File: src/rtl/dec138_sched_pkg.sv
// Shared types and constants for the round-robin SN74138 decoder scheduler.
package dec138_sched_pkg;

    localparam int CHANNELS = 8;
    localparam int SEL_W    = 3;

    // Enable triplet is {G1, G2a_n, G2b_n}; only 3'b100 enables the decoder.
    localparam logic [2:0] DEC_EN_ON  = 3'b100;
    localparam logic [2:0] DEC_EN_OFF = 3'b011;

    typedef enum logic [1:0] {
        IDLE  = 2'd0,
        SETUP = 2'd1,
        GRANT = 2'd2,
        GAP   = 2'd3
    } sched_state_t;

endpackage

File: src/rtl/dec138_rr_sched_rr_pick8.sv
// Combinational round-robin pick: first set request at or after ptr, wrapping mod 8.
module rr_pick8
    import dec138_sched_pkg::*;
(
    input  logic [CHANNELS-1:0] req,
    input  logic [SEL_W-1:0]    ptr,
    output logic                found,
    output logic [SEL_W-1:0]    idx
);

    logic [SEL_W-1:0] cand;

    always_comb begin
        found = 1'b0;
        idx   = ptr;
        cand  = '0;
        for (int i = 0; i < CHANNELS; i++) begin
            cand = ptr + SEL_W'(i);
            if (!found && req[cand]) begin
                found = 1'b1;
                idx   = cand;
            end
        end
    end

endmodule

File: src/rtl/dec138_rr_sched.sv
// Round-robin scheduler sharing one 3-to-8 decoder between eight requesters,
// changing the select only while the decoder is disabled.
module dec138_rr_sched
    import dec138_sched_pkg::*;
#(
    parameter int HOLD_CYCLES = 4,
    parameter int GAP_CYCLES  = 1
) (
    input  logic                clk,
    input  logic                reset_n,
    input  logic [CHANNELS-1:0] req,
    output logic [2:0]          dec_en,
    output logic [SEL_W-1:0]    dec_sel,
    output logic                grant_valid,
    output logic [SEL_W-1:0]    grant_id
);

    localparam int HW = $clog2(HOLD_CYCLES + 1);
    localparam int GW = $clog2(GAP_CYCLES + 1);
    localparam logic [HW-1:0] HOLD_MAX = HW'(HOLD_CYCLES);
    localparam logic [GW-1:0] GAP_MAX  = GW'(GAP_CYCLES);

    generate
        if (HOLD_CYCLES < 1) begin : g_bad_hold
            $error("HOLD_CYCLES must be at least 1");
        end
        if (GAP_CYCLES < 1) begin : g_bad_gap
            $error("GAP_CYCLES must be at least 1");
        end
    endgenerate

    sched_state_t     state;
    logic [SEL_W-1:0] ptr;
    logic [HW-1:0]    hold_cnt;
    logic [GW-1:0]    gap_cnt;
    logic             found;
    logic [SEL_W-1:0] winner;

    rr_pick8 u_pick (
        .req   (req),
        .ptr   (ptr),
        .found (found),
        .idx   (winner)
    );

    // Counters load 1 on state entry so they hold the number of the current cycle.
    always_ff @(posedge clk) begin
        if (!reset_n) begin
            state       <= IDLE;
            ptr         <= '0;
            hold_cnt    <= '0;
            gap_cnt     <= '0;
            dec_en      <= DEC_EN_OFF;
            dec_sel     <= '0;
            grant_id    <= '0;
            grant_valid <= 1'b0;
        end else begin
            case (state)
                IDLE: begin
                    if (found) begin
                        dec_sel  <= winner;
                        grant_id <= winner;
                        state    <= SETUP;
                    end
                end
                SETUP: begin
                    dec_en      <= DEC_EN_ON;
                    grant_valid <= 1'b1;
                    hold_cnt    <= HW'(1);
                    state       <= GRANT;
                end
                GRANT: begin
                    if (hold_cnt == HOLD_MAX || !req[grant_id]) begin
                        dec_en      <= DEC_EN_OFF;
                        grant_valid <= 1'b0;
                        ptr         <= grant_id + SEL_W'(1);
                        gap_cnt     <= GW'(1);
                        state       <= GAP;
                    end else begin
                        hold_cnt <= hold_cnt + HW'(1);
                    end
                end
                GAP: begin
                    if (gap_cnt == GAP_MAX) begin
                        if (found) begin
                            dec_sel  <= winner;
                            grant_id <= winner;
                            state    <= SETUP;
                        end else begin
                            state <= IDLE;
                        end
                    end else begin
                        gap_cnt <= gap_cnt + GW'(1);
                    end
                end
                default: state <= IDLE;
            endcase
        end
    end

endmodule

File: config.mk
export PLATFORM = sky130hd
export DESIGN_NAME = dec138_rr_sched
export DESIGN_NICKNAME = d
export VERILOG_FILES = /design/src/rtl/dec138_sched_pkg.sv /design/src/rtl/dec138_rr_sched_rr_pick8.sv /design/src/rtl/dec138_rr_sched.sv
export SDC_FILE = /design/constraint.sdc
export NUM_CORES = 1
export LEC_CHECK = 0
export ABC_AREA = 1
export CORE_UTILIZATION = 56
export DETAILED_ROUTE_END_ITERATION = 8
export GPL_ROUTABILITY_DRIVEN = 1
export HOLD_SLACK_MARGIN = 0.15
export PLACE_DENSITY_LB_ADDON = 0.15
export SLEW_MARGIN = 10
export SYNTH_ARGS = -nofsm -noshare
export SYNTH_HDL_FRONTEND = slang
export SYNTH_HIERARCHICAL = 1
export SYNTH_SLANG_ARGS = --single-unit
File: constraint.sdc
create_clock -name clk -period 2.7 [get_ports clk]
set_input_delay 0.54 -clock clk [delete_from_list [all_inputs] [get_ports clk]]
set_output_delay 0.54 -clock clk [all_outputs]
set_load 0.02 [all_outputs]
==> run summary <==
• **highest cell delay on the worst timing path** 360 ps
• **netlist area before placement** 0.001638 mm^2
• **DP HPWL** 2870 um
• **CP most frequent cell** nand3_1
• **post-route minimum period** 2462 ps
• **unrepaired setup endpoints after global routing** no
• **Max transition margin** 55.31%
• **overall via count from detail_route** 1640
• **synthesized netlist cell count** 254
• **crit path from** ptr[0]
• **worst path required time** 2890 ps
• **result of the run** finished clean
• **list of most frequent post-synthesis cells** nand2_1, nand3_1, inv_1
• **Setup-failing EPs final** 0
• **LEAKAGE** 0.8796 nW
• **total number of yosys warnings** 6
• **Max H-tree Level** 1
• **maximum number of pins on one net before global-route repair** 14
• **final std cell area, no fill** 0.001858 mm^2
• **number of distinct library cells after synthesis** 33
• **Post-CTS Setup Repair Bufs** 0
• **kind of start point of the critical path** flip-flop
• **first-pass iteration count of the detailed router** 4
• **number of global-route vias before repair** 1419
• **routed wirelength normalized by instance count** 11.98 um
• **total placed instance area** 0.001819 mm^2
• **Slew Viols, Final** 0
• **measured slew at the worst slew-check pin** 669.5 ps
• **global-route wire length before repair** 6458 um
• **area of the multi-input gates** 0.001155 mm^2
• **total detailed-routing wirelength** 3618 um
• **Die Y** 56.08 um
• **total number of placement rows** 19
• **diodes inserted** 0
• **clock slew at reported path FFs** 90 ps
• **remaining global-route overflow** 0
• **total count of hold-check failures in the final report** 0
• **number of clock sinks** 14
• **Post-synth EDFFs** 0
• **top area cells in the synthesized netlist** dfxtp_1, nand2_1, nand3_1
• **DIE WIDTH** 56.08 um
• **Ports** 20
• **share of the yosys chip area belonging to registers** 17.11%
• **post-route total power** 0.001781 W
• **source of the worst register-to-register timing path** ptr[0]
• **cell with the biggest individual delay on the critical path** ha_2
• **total global-route track usage** 25.63%
• **layout-stage area growth over the synthesis result** 13.45%
• **sequential standard cell area** 280.3 um^2
• **area share of the largest cell type after synthesis** 17.11%
• **kind of cell with the highest combined delay on the critical path** simple AND/OR/NAND/NOR gates
• **most common cell in the netlist** nand2_1
• **Skew-Pair Late Insertion Delay** 290 ps
• **peak fanout along the critical path** 10
• **share of cells above drive strength 1** 16.61%
• **class of the most critical setup path** flip-flop to flip-flop
• **die outline area** 0.003145 mm^2
• **sort of element at the end of the critical path** flip-flop
• **first-iteration detailed-routing DRC count** 83
• **Sum Neg Setup Slack** 0 ps
• **CTS tree** built
• **Remaining DRCs** 0
• **clock tree buffer depth** 2
• **via count normalized by instance count** 5.430
• **classification of the worst-slack hold path** flip-flop to flip-flop
• **weighted congestion reported at the end of routability-driven placement** 0.8757
• **Clk Tree Root Cell** clkbuf_4
• **TritonCTS buffer count** 3
• **number of nets with antenna violations after routing** 0
• **Floorplan Core Area** 0.002758 mm^2
• **Maximum Capacitance Violations** 0
• **Buffers & Inverters on Critical Path** 2
• **Filler cells** 247
• **number of nets in the synthesized netlist** 274
• **proportion of register bits with asynchronous set or reset after synthesis** 0%
• **cell taking the most area after synthesis** dfxtp_1
• **average cell area after synthesis** 6.448 um^2
• **Worst EP arrival** 2650 ps
• **total of hold buffers inserted after clock tree synthesis** 0
• **setup clock skew after layout** 7.494 ps
• **Worst Hold Launch** dec_en[1]
• **number of resized instances in the post-cts repair step** 0
• **number of nets in the final layout** 292
• **period utilization** 91.20%
• **ratio of total power to cell area** 958.5 mW/mm^2
• **critical-path cell list** inv_2 > ha_2 > inv_2 > nand3_1 > nand3_2 > nand2_4 > nor2_8 > nand4_4 > nor2_4 > nand3_1 > a311oi_1 > nand3_1 > nand2_1 > nor2_1
• **number of antenna violations at the first check in global routing** 0
• **f_max** 406.1 MHz
• **count of port buffers added during placement** 19
• **Max rail drop VDD** 0.0007788 V
• **initial core utilization** 59.39%
• **Yosys reg bits** 14
• **Primary FF master, synth** dfxtp_1
-- logic make-up (layout without fill, tap and decap cells) --
| logic type | Yosys count | count (layout) | synth area share, % |
|---|---|---|---|
| buffers and inverters | 44 | 61 | 12.53 |
| xor gates and xnor gates | 8 | 8 | 5.654 |
| AOI/OAI and AO/OA | 32 | 32 | 11.54 |
| DFF | 14 | 14 | 17.11 |
| adders and majority gates | 10 | 10 | 7.639 |
| and+or+nand+nor | 146 | 146 | 45.53 |
-- worst paths after layout --
| path | endpoint | cells after the start | slack (ps) |
|---|---|---|---|
| hold / removal | dec_en[1] | 2 | 510 |
| setup / recovery | state[0] | 14 | 240 |
| setup reg to reg | state[0] | 14 | 240 |
| hold reg to reg | dec_en[1] | 2 | 510 |
-- metrics by stage --
step | utilization [%] | setup WS (ps) | hold WS, ps | instances
2_1_floorplan | - | 287.1 | 452.5 | 254
3_3_place_gp | 65.97 | 121.7 | 492.7 | 298
3_5_place_dp | 65.97 | 77.86 | 491.4 | 298
5_1_grt | 67.38 | 28.71 | 534.0 | 302
4_1_cts | 67.29 | 186.1 | 513.7 | 302
6_report | 67.38 | 237.7 | 507.0 | 302
-- sequential cells by signal, indices dropped and copies added (netlist names) --
name and flops:
hold_cnt 3, ptr 3, state 2, gap_cnt 1
dec_en 1, grant_valid 1, grant_id 3
-- area by class of cell --
| cell class | instances | area share [%] |
|---|---|---|
| Multi-Input combinational cell | 196 | 62.16 |
| Sequential cell | 14 | 15.08 |
| Timing Repair Buffer | 23 | 11.85 |
| Inverter | 34 | 6.869 |
| Tap cell | 31 | 2.088 |
| Clock buffer | 4 | 1.953 |
-- metal layers --
metal  up-vias  wire, um  global-route usage, %
li1        865         -                      -
met1       714      1773                  38.56
met2        59      1538                  38.27
met3         2       289                  5.814
met4         0        16                  3.136
met5         -         0                      0
-- power by group --
part           switching (W)  internal [W]  total, W
clock              0.0000736     0.0000821  0.000156
sequential         0.0000793      0.000271  0.000350
combinational       0.000792      0.000484   0.00128
-- worst register-to-register path, stage by stage, from the launching register on --
cell	delay, ps
dfxtp_1	330
inv_2	150
ha_2	360
inv_2	140
nand3_1	140
nand3_2	120
nand2_4	80
nor2_8	140
nand4_4	120
nor2_4	150
nand3_1	130
a311oi_1	310
nand3_1	110
nand2_1	60
nor2_1	40
-- cells in the final DEF (no fill, tap or decap), drive strengths merged --
cell and instances:
clkbuf 4, a31oi 1, a311oi 1, inv 32, clkdlybuf4s50 19, ha 10
buf 4, nor2 13, o21bai 1, dfxtp 14, o211ai 3, nand4 3
a21oi 13, xor2 5, o21a 1, clkinv 2, nand3 48, nor3 1
o21ai 12, nand2 81, xnor2 3
No activity file was read; power rests on OpenSTA's default activity.
